==> config.mk <==
export PLATFORM = sky130hd
export DESIGN_NAME = scope_capture_ctrl
export DESIGN_NICKNAME = d
export VERILOG_FILES = /design/src/rtl/scope_capture_ctrl.sv
export SDC_FILE = /design/constraint.sdc
export NUM_CORES = 2
export LEC_CHECK = 0
export BUFFER_PORTS_ARGS = -buffer_cell sky130_fd_sc_hd__buf_2
export CELL_PAD_IN_SITES_DETAIL_PLACEMENT = 1
export CELL_PAD_IN_SITES_GLOBAL_PLACEMENT = 1
export CORE_MARGIN = 1
export CORE_UTILIZATION = 40
export DETAILED_ROUTE_END_ITERATION = 8
export GPL_ROUTABILITY_DRIVEN = 0
export HOLD_SLACK_MARGIN = 0.1
export PLACE_DENSITY_LB_ADDON = 0.1
export SETUP_SLACK_MARGIN = 0.15
export SLEW_MARGIN = 20
export SYNTH_ARGS = -nofsm -noshare
export SYNTH_HDL_FRONTEND = slang
export SYNTH_SLANG_ARGS = --single-unit
==> constraint.sdc <==
create_clock -name iClk -period 2.93 [get_ports iClk]
set_input_delay 0.293 -clock iClk [delete_from_list [all_inputs] [get_ports iClk]]
set_output_delay 0.293 -clock iClk [all_outputs]
set_load 0.02 [all_outputs]
==> src/rtl/scope_capture_ctrl.sv <==
// Triggered scope acquisition: pre-trigger history, trigger detect, post capture, UART frame streaming.
// Optional build macro SCOPE_FRAME_HEADER_EN prepends the 3-byte header 0xA5, 0x5A, pPreTrig[7:0].
module scope_capture_ctrl #(
    parameter int pAddrBits = 9,
    parameter int pPreTrig  = 128
) (
    input  logic       iClk,
    input  logic       iRst,
    input  logic       iArm,
    input  logic       iForce,
    input  logic [7:0] iTrigLevel,
    input  logic       iTrigFalling,
    input  logic [7:0] iData,
    input  logic       iData_Valid,
    output logic       oTx_DV,
    output logic [7:0] oTx_Byte,
    input  logic       iTx_Active,
    input  logic       iTx_Done,
    output logic       oBusy,
    output logic       oTriggered,
    output logic [2:0] oState
);

    localparam int N = 1 << pAddrBits;
`ifdef SCOPE_FRAME_HEADER_EN
    localparam int HdrLen = 3;
`else
    localparam int HdrLen = 0;
`endif
    localparam int FrameLen = N + HdrLen;
    localparam int CntW     = pAddrBits + 2;

    localparam logic [pAddrBits-1:0] PTR_ONE    = pAddrBits'(1);
    localparam logic [pAddrBits-1:0] PRE_LAST   = pAddrBits'(pPreTrig - 1);
    localparam logic [pAddrBits-1:0] PRE_OFFS   = pAddrBits'(pPreTrig);
    localparam logic [pAddrBits-1:0] POST_LOAD  = pAddrBits'(N - pPreTrig - 1);
    localparam logic [CntW-1:0]      CNT_ONE    = CntW'(1);
    localparam logic [CntW-1:0]      FRAME_LAST = CntW'(FrameLen - 1);

    typedef enum logic [2:0] {
        IDLE      = 3'd0,
        PRE       = 3'd1,
        WAIT_TRIG = 3'd2,
        POST      = 3'd3,
        READ      = 3'd4,
        SEND      = 3'd5,
        WAIT_DONE = 3'd6
    } state_t;

    state_t                 state_r;
    state_t                 next_state_s;
    logic [7:0]             mem_r [0:N-1];
    logic [7:0]             rd_data_r;
    logic [pAddrBits-1:0]   wr_ptr_r;
    logic [pAddrBits-1:0]   pre_cnt_r;
    logic [pAddrBits-1:0]   post_cnt_r;
    logic [pAddrBits-1:0]   raddr_r;
    logic [CntW-1:0]        byte_cnt_r;
    logic [7:0]             prev_sample_r;
    logic                   prev_valid_r;
    logic                   force_pend_r;
    logic                   triggered_r;
    logic                   tx_dv_r;
    logic [7:0]             tx_byte_r;

    logic                   wr_en_s;
    logic                   edge_hit_s;
    logic                   trig_s;
    logic                   send_s;
    logic                   done_s;
    logic                   last_byte_s;
    logic                   adv_raddr_s;
    logic [7:0]             tx_byte_s;

    // Datapath strobes, trigger evaluation and outgoing byte selection
    always_comb begin
        wr_en_s     = 1'b0;
        edge_hit_s  = 1'b0;
        trig_s      = 1'b0;
        send_s      = 1'b0;
        done_s      = 1'b0;
        last_byte_s = 1'b0;
        adv_raddr_s = 1'b0;
        tx_byte_s   = rd_data_r;

        if ((state_r == PRE) || (state_r == WAIT_TRIG) || (state_r == POST)) begin
            wr_en_s = iData_Valid;
        end else begin
            wr_en_s = 1'b0;
        end

        if (iTrigFalling) begin
            edge_hit_s = (prev_sample_r > iTrigLevel) && (iData <= iTrigLevel);
        end else begin
            edge_hit_s = (prev_sample_r < iTrigLevel) && (iData >= iTrigLevel);
        end

        if ((state_r == WAIT_TRIG) && iData_Valid) begin
            trig_s = force_pend_r || iForce || (prev_valid_r && edge_hit_s);
        end else begin
            trig_s = 1'b0;
        end

        send_s      = (state_r == SEND) && !iTx_Active;
        done_s      = (state_r == WAIT_DONE) && iTx_Done;
        last_byte_s = (byte_cnt_r == FRAME_LAST);

`ifdef SCOPE_FRAME_HEADER_EN
        // Header bytes are sent without consuming buffer addresses
        adv_raddr_s = (byte_cnt_r >= CntW'(HdrLen));
        case (byte_cnt_r)
            CntW'(0): tx_byte_s = 8'hA5;
            CntW'(1): tx_byte_s = 8'h5A;
            CntW'(2): tx_byte_s = 8'(pPreTrig);
            default:  tx_byte_s = rd_data_r;
        endcase
`else
        adv_raddr_s = 1'b1;
        tx_byte_s   = rd_data_r;
`endif
    end

    // Next-state decode
    always_comb begin
        next_state_s = state_r;
        case (state_r)
            IDLE: begin
                if (iArm) next_state_s = PRE;
                else      next_state_s = IDLE;
            end
            PRE: begin
                if (iData_Valid && (pre_cnt_r == PRE_LAST)) next_state_s = WAIT_TRIG;
                else                                        next_state_s = PRE;
            end
            WAIT_TRIG: begin
                if (trig_s) next_state_s = POST;
                else        next_state_s = WAIT_TRIG;
            end
            POST: begin
                if (iData_Valid && (post_cnt_r == PTR_ONE)) next_state_s = READ;
                else                                        next_state_s = POST;
            end
            READ: next_state_s = SEND;
            SEND: begin
                if (send_s) next_state_s = WAIT_DONE;
                else        next_state_s = SEND;
            end
            WAIT_DONE: begin
                if (done_s) begin
                    if (last_byte_s) next_state_s = IDLE;
                    else             next_state_s = READ;
                end else begin
                    next_state_s = WAIT_DONE;
                end
            end
            default: next_state_s = IDLE;
        endcase
    end

    // State register
    always_ff @(posedge iClk) begin
        if (iRst) state_r <= IDLE;
        else      state_r <= next_state_s;
    end

    // Sample buffer: write port plus registered read
    always_ff @(posedge iClk) begin
        if (wr_en_s) mem_r[wr_ptr_r] <= iData;
        rd_data_r <= mem_r[raddr_r];
    end

    // Pointers, counters, trigger bookkeeping and UART handshake registers
    always_ff @(posedge iClk) begin
        if (iRst) begin
            wr_ptr_r      <= '0;
            pre_cnt_r     <= '0;
            post_cnt_r    <= '0;
            raddr_r       <= '0;
            byte_cnt_r    <= '0;
            prev_sample_r <= 8'd0;
            prev_valid_r  <= 1'b0;
            force_pend_r  <= 1'b0;
            triggered_r   <= 1'b0;
            tx_dv_r       <= 1'b0;
            tx_byte_r     <= 8'd0;
        end else begin
            tx_dv_r      <= send_s;
            force_pend_r <= (state_r == WAIT_TRIG) && !trig_s && (force_pend_r || iForce);

            if (send_s) tx_byte_r <= tx_byte_s;

            if ((state_r == IDLE) && iArm) begin
                pre_cnt_r    <= '0;
                prev_valid_r <= 1'b0;
            end

            if (wr_en_s) begin
                wr_ptr_r      <= wr_ptr_r + PTR_ONE;
                prev_sample_r <= iData;
                prev_valid_r  <= 1'b1;
            end

            if ((state_r == PRE) && iData_Valid) pre_cnt_r <= pre_cnt_r + PTR_ONE;

            // Readout starts pPreTrig samples before the trigger sample's address
            if (trig_s) begin
                raddr_r     <= wr_ptr_r - PRE_OFFS;
                post_cnt_r  <= POST_LOAD;
                byte_cnt_r  <= '0;
                triggered_r <= 1'b1;
            end

            if ((state_r == POST) && iData_Valid) post_cnt_r <= post_cnt_r - PTR_ONE;

            if (done_s) begin
                byte_cnt_r <= byte_cnt_r + CNT_ONE;
                if (adv_raddr_s) raddr_r <= raddr_r + PTR_ONE;
                if (last_byte_s) triggered_r <= 1'b0;
            end
        end
    end

    assign oTx_DV     = tx_dv_r;
    assign oTx_Byte   = tx_byte_r;
    assign oTriggered = triggered_r;
    assign oState     = state_r;
    assign oBusy      = (state_r != IDLE);

endmodule
==> results.py <==
metrics = {
    "sta": {
        "slew_viol_final": 0,
        "finalWorstSetupSlack_ps": -391,
        "hold_viol": 0,
        "fmax_mhz": 301,
        "fin_skew_ps": 58.2,
        "setup_viol": 8,
        "min_period_over_period_pct": 113,
        "grt_setup_unrepaired": "true",
        "slew_headroom_pct": 11.6,
        "period_needed_ps": 3320,
        "tns_ps": -2940,
        "hold_ws_ps": 208,
        "tightestPinTransition_ps": 1330,
    },
    "yosys": {
        "ys_warn_count": 0,
        "ys_seq_elements": 4174,
        "syn_area_sq_um": 163000,
        "synth_cell_types": 82,
        "syn_area_per_cell_sq_um": 20.7,
        "synth_cells": 7869,
        "ys_async_sr_fraction_pct": 0,
        "synth_edf_count": 4096,
        "syn_nets": 7922,
        "synthFlopType": "edfxtp_1",
        "seq_area_frac_synth_pct": 76.3,
    },
    "min_path": {
        "min_path_cells": 3,
        "hold_path_startpoint": "iData[1]",
        "hp-class": "input port to flop",
        "holdPathEnd": "mem_r[304][1]",
    },
    "detailed_routing": {
        "drc": 10,
        "detail-route-antenna-nets": 0,
        "vias": 88700,
        "dr.pass1.iters": 7,
        "wl_per_cell_um": 34.9,
        "dr.first_iter.drc_count": 10000,
        "wl_mm": 536,
        "vias_per_cell": 5.77,
    },
    "finish": {
        "syn_to_final_growth_pct": 22.1,
        "drive_gt1_share_pct": 35.7,
        "final_cell_mix": "4,096 x edfxtp_1, 1,381 x buf_4, 960 x mux4_2",
        "utilization_pct": 49.1,
        "fin_area_sq_um": 199000,
        "nFillCells": 36700,
        "fin_nets": 9597,
        "final_common_cell": "edfxtp_1",
        "stdcell_count": 15400,
    },
    "pwr": {
        "ir_drop_uv": 473,
        "power_density_nw_per_um2": 621,
        "leakage_nw": 63.8,
        "p_total_mw": 124,
    },
    "floorplanning": {
        "pin_count": 38,
        "fp.dieArea_sq_um": 410000,
        "initial_core_util_pct": 40.2,
        "rows": 234,
        "core-area_sq_um": 406000,
        "die-width_um": 641,
        "die_h_um": 641,
    },
    "global_routing": {
        "grt_pass1_wl_mm": 744,
        "grt_pass1_vias": 91800,
        "gr-usage-all-layers_pct": 26.0,
        "grt_max_degree": 175,
        "antenna_found_initial": 44,
        "grt_overflow_total": 0,
    },
    "worst_setup_path": {
        "critPathRequiredTime_ps": 3860,
        "start_kind": "flop",
        "critPathKind": "flop to flop",
        "crit_arrival_ps": 4250,
        "worstRegToRegCells": 14,
        "worstPathMaxFanout": 9,
        "reg2reg_setup_slack_ps": -390,
        "reg2reg_to": "rd_data_r[0]",
        "r2r_start": "raddr_r[0]",
        "cp-end-kind": "flop",
    },
    "place": {
        "dpl.cell_count": 14400,
        "placed_cell_area_sq_um": 182000,
        "dp_hpwl_mm": 350,
        "post-place-ws_ps": -1250,
        "io_buffers": 37,
    },
    "run": {
        "cap_violations": 0,
    },
    "clock_network": {
        "clockBufferDepth": 4,
        "cts_tree": "built",
        "clock-root-buffer": "clkbuf_16",
        "h-tree-depth": 5,
        "worstSkewPairLatency_ps": 1040,
        "clk_pin_slew_ps": 60,
        "clkSinkCount": 4174,
        "cts_buffers": 447,
    },
    "status": {
        "violations": "design-rule violations, negative setup slack",
        "status": "finished, violations left",
    },
}
## metal layers
metal  global-route usage [%]  wire length [um]  vias to the layer above
met3                     4.29             39900                      644
li1                         -                 -                    36100
met4                     5.97             13200                        6
met2                     41.4            253000                     3285
met5                        0                38                        -
met1                     37.6            230000                    48600
## cells by family after synthesis
| kind of cell | after synthesis | share of synthesized area [%] |
|---|---|---|
| AO/OA/AOI/OAI | 746 | 3.14 |
| XOR/XNOR | 12 | 0.0644 |
| adder cells (fa/ha/maj) | 29 | 0.222 |
| buffers and inverters | 519 | 1.85 |
| flip-flops | 4174 | 76.3 |
| multiplexers | 1323 | 15.6 |
| AND/OR/NAND/NOR | 1066 | 2.75 |
## state kept, by name (all words and copies together) (netlist names)
signal	flops
byte_cnt_r	11
force_pend_r	1
mem_r	4096
oState	3
oTriggered	1
oTx_Byte	8
oTx_DV	1
post_cnt_r	9
pre_cnt_r	9
prev_sample_r	8
prev_valid_r	1
raddr_r	9
rd_data_r	8
wr_ptr_r	9
## where the power goes
| part | switching [mW] | internal (mW) | total, mW |
|---|---|---|---|
| Combinational | 1.67 | 0.486 | 2.16 |
| Sequential | 0.0690 | 65.6 | 65.6 |
| Clock | 24.0 | 32.0 | 56.0 |
## cell type report
type / instances / area [sq um] / share of cell area [%]
Clock buffer: 554 / 11700 / 5.88
Timing Repair Buffer: 1717 / 16400 / 8.25
Sequential cell: 4174 / 125000 / 62.5
Multi-Input combinational cell: 3176 / 37000 / 18.6
Tap cell: 5428 / 6790 / 3.41
Antenna cell: 11 / 27.5 / 0.0138
Clock inverter: 275 / 2620 / 1.32
Inverter: 28 / 123 / 0.0615
## Yosys cell counts (15+ instances only)
cell type,number,area share (%)
mux2i_1,330,2.0
mux2_2,20,0.14
a211oi_1,69,0.32
buf_1,22,0.051
nor2b_1,41,0.16
o22ai_1,71,0.27
o21ai_0,97,0.30
nor2_1,602,1.4
mux4_1,15,0.24
edfxtp_1,4096,75
and3_1,17,0.065
nor3_1,29,0.089
a31oi_1,25,0.096
o211ai_1,18,0.083
nand2_1,236,0.54
buf_2,128,0.39
buf_8,18,0.17
inv_1,27,0.062
ha_1,29,0.22
o221ai_1,37,0.20
buf_6,50,0.35
mux4_2,958,13
a221oi_1,63,0.34
clkbuf_1,199,0.46
buf_4,62,0.29
nand3_1,71,0.22
dfxtp_1,78,0.96
a22oi_1,78,0.36
a311oi_1,22,0.12
a21oi_1,160,0.49
## worst max path at each step
stage | start | end | slack (ps)
after floorplan | raddr_r[0] | rd_data_r[6] | 390
after global placement | raddr_r[0] | rd_data_r[4] | -1310
after detailed placement | raddr_r[0] | rd_data_r[4] | -1250
after CTS | raddr_r[0] | rd_data_r[7] | -370
after global routing | raddr_r[0] | rd_data_r[0] | -410
final | raddr_r[0] | rd_data_r[0] | -390
## what timing repair did
| item | CTS | global route |
|---|---|---|
| hold buffers | 16 | 0 |
| cloned | 14 | 1 |
| endpoints found under the setup margin | 22 | 146 |
| resized for setup | 260 | 75 |
| buffers inserted | 69 | 13 |
| hold endpoints to repair | 629 | 0 |
| pin swaps | 50 | 29 |
## worst max-delay path, cell delays in order, from the launching register on
cell and delay, ps:
dfxtp_4 350, buf_12 150, buf_16 170, buf_16 180, or3b_4 560, buf_12 220
o22ai_4 160, a211oi_2 90, a21oi_2 320, a21oi_1 120, buf_4 180, a221oi_4 270
o21ai_2 120, buf_4 160, a32oi_1 130
(Power assumes the default switching activity.)
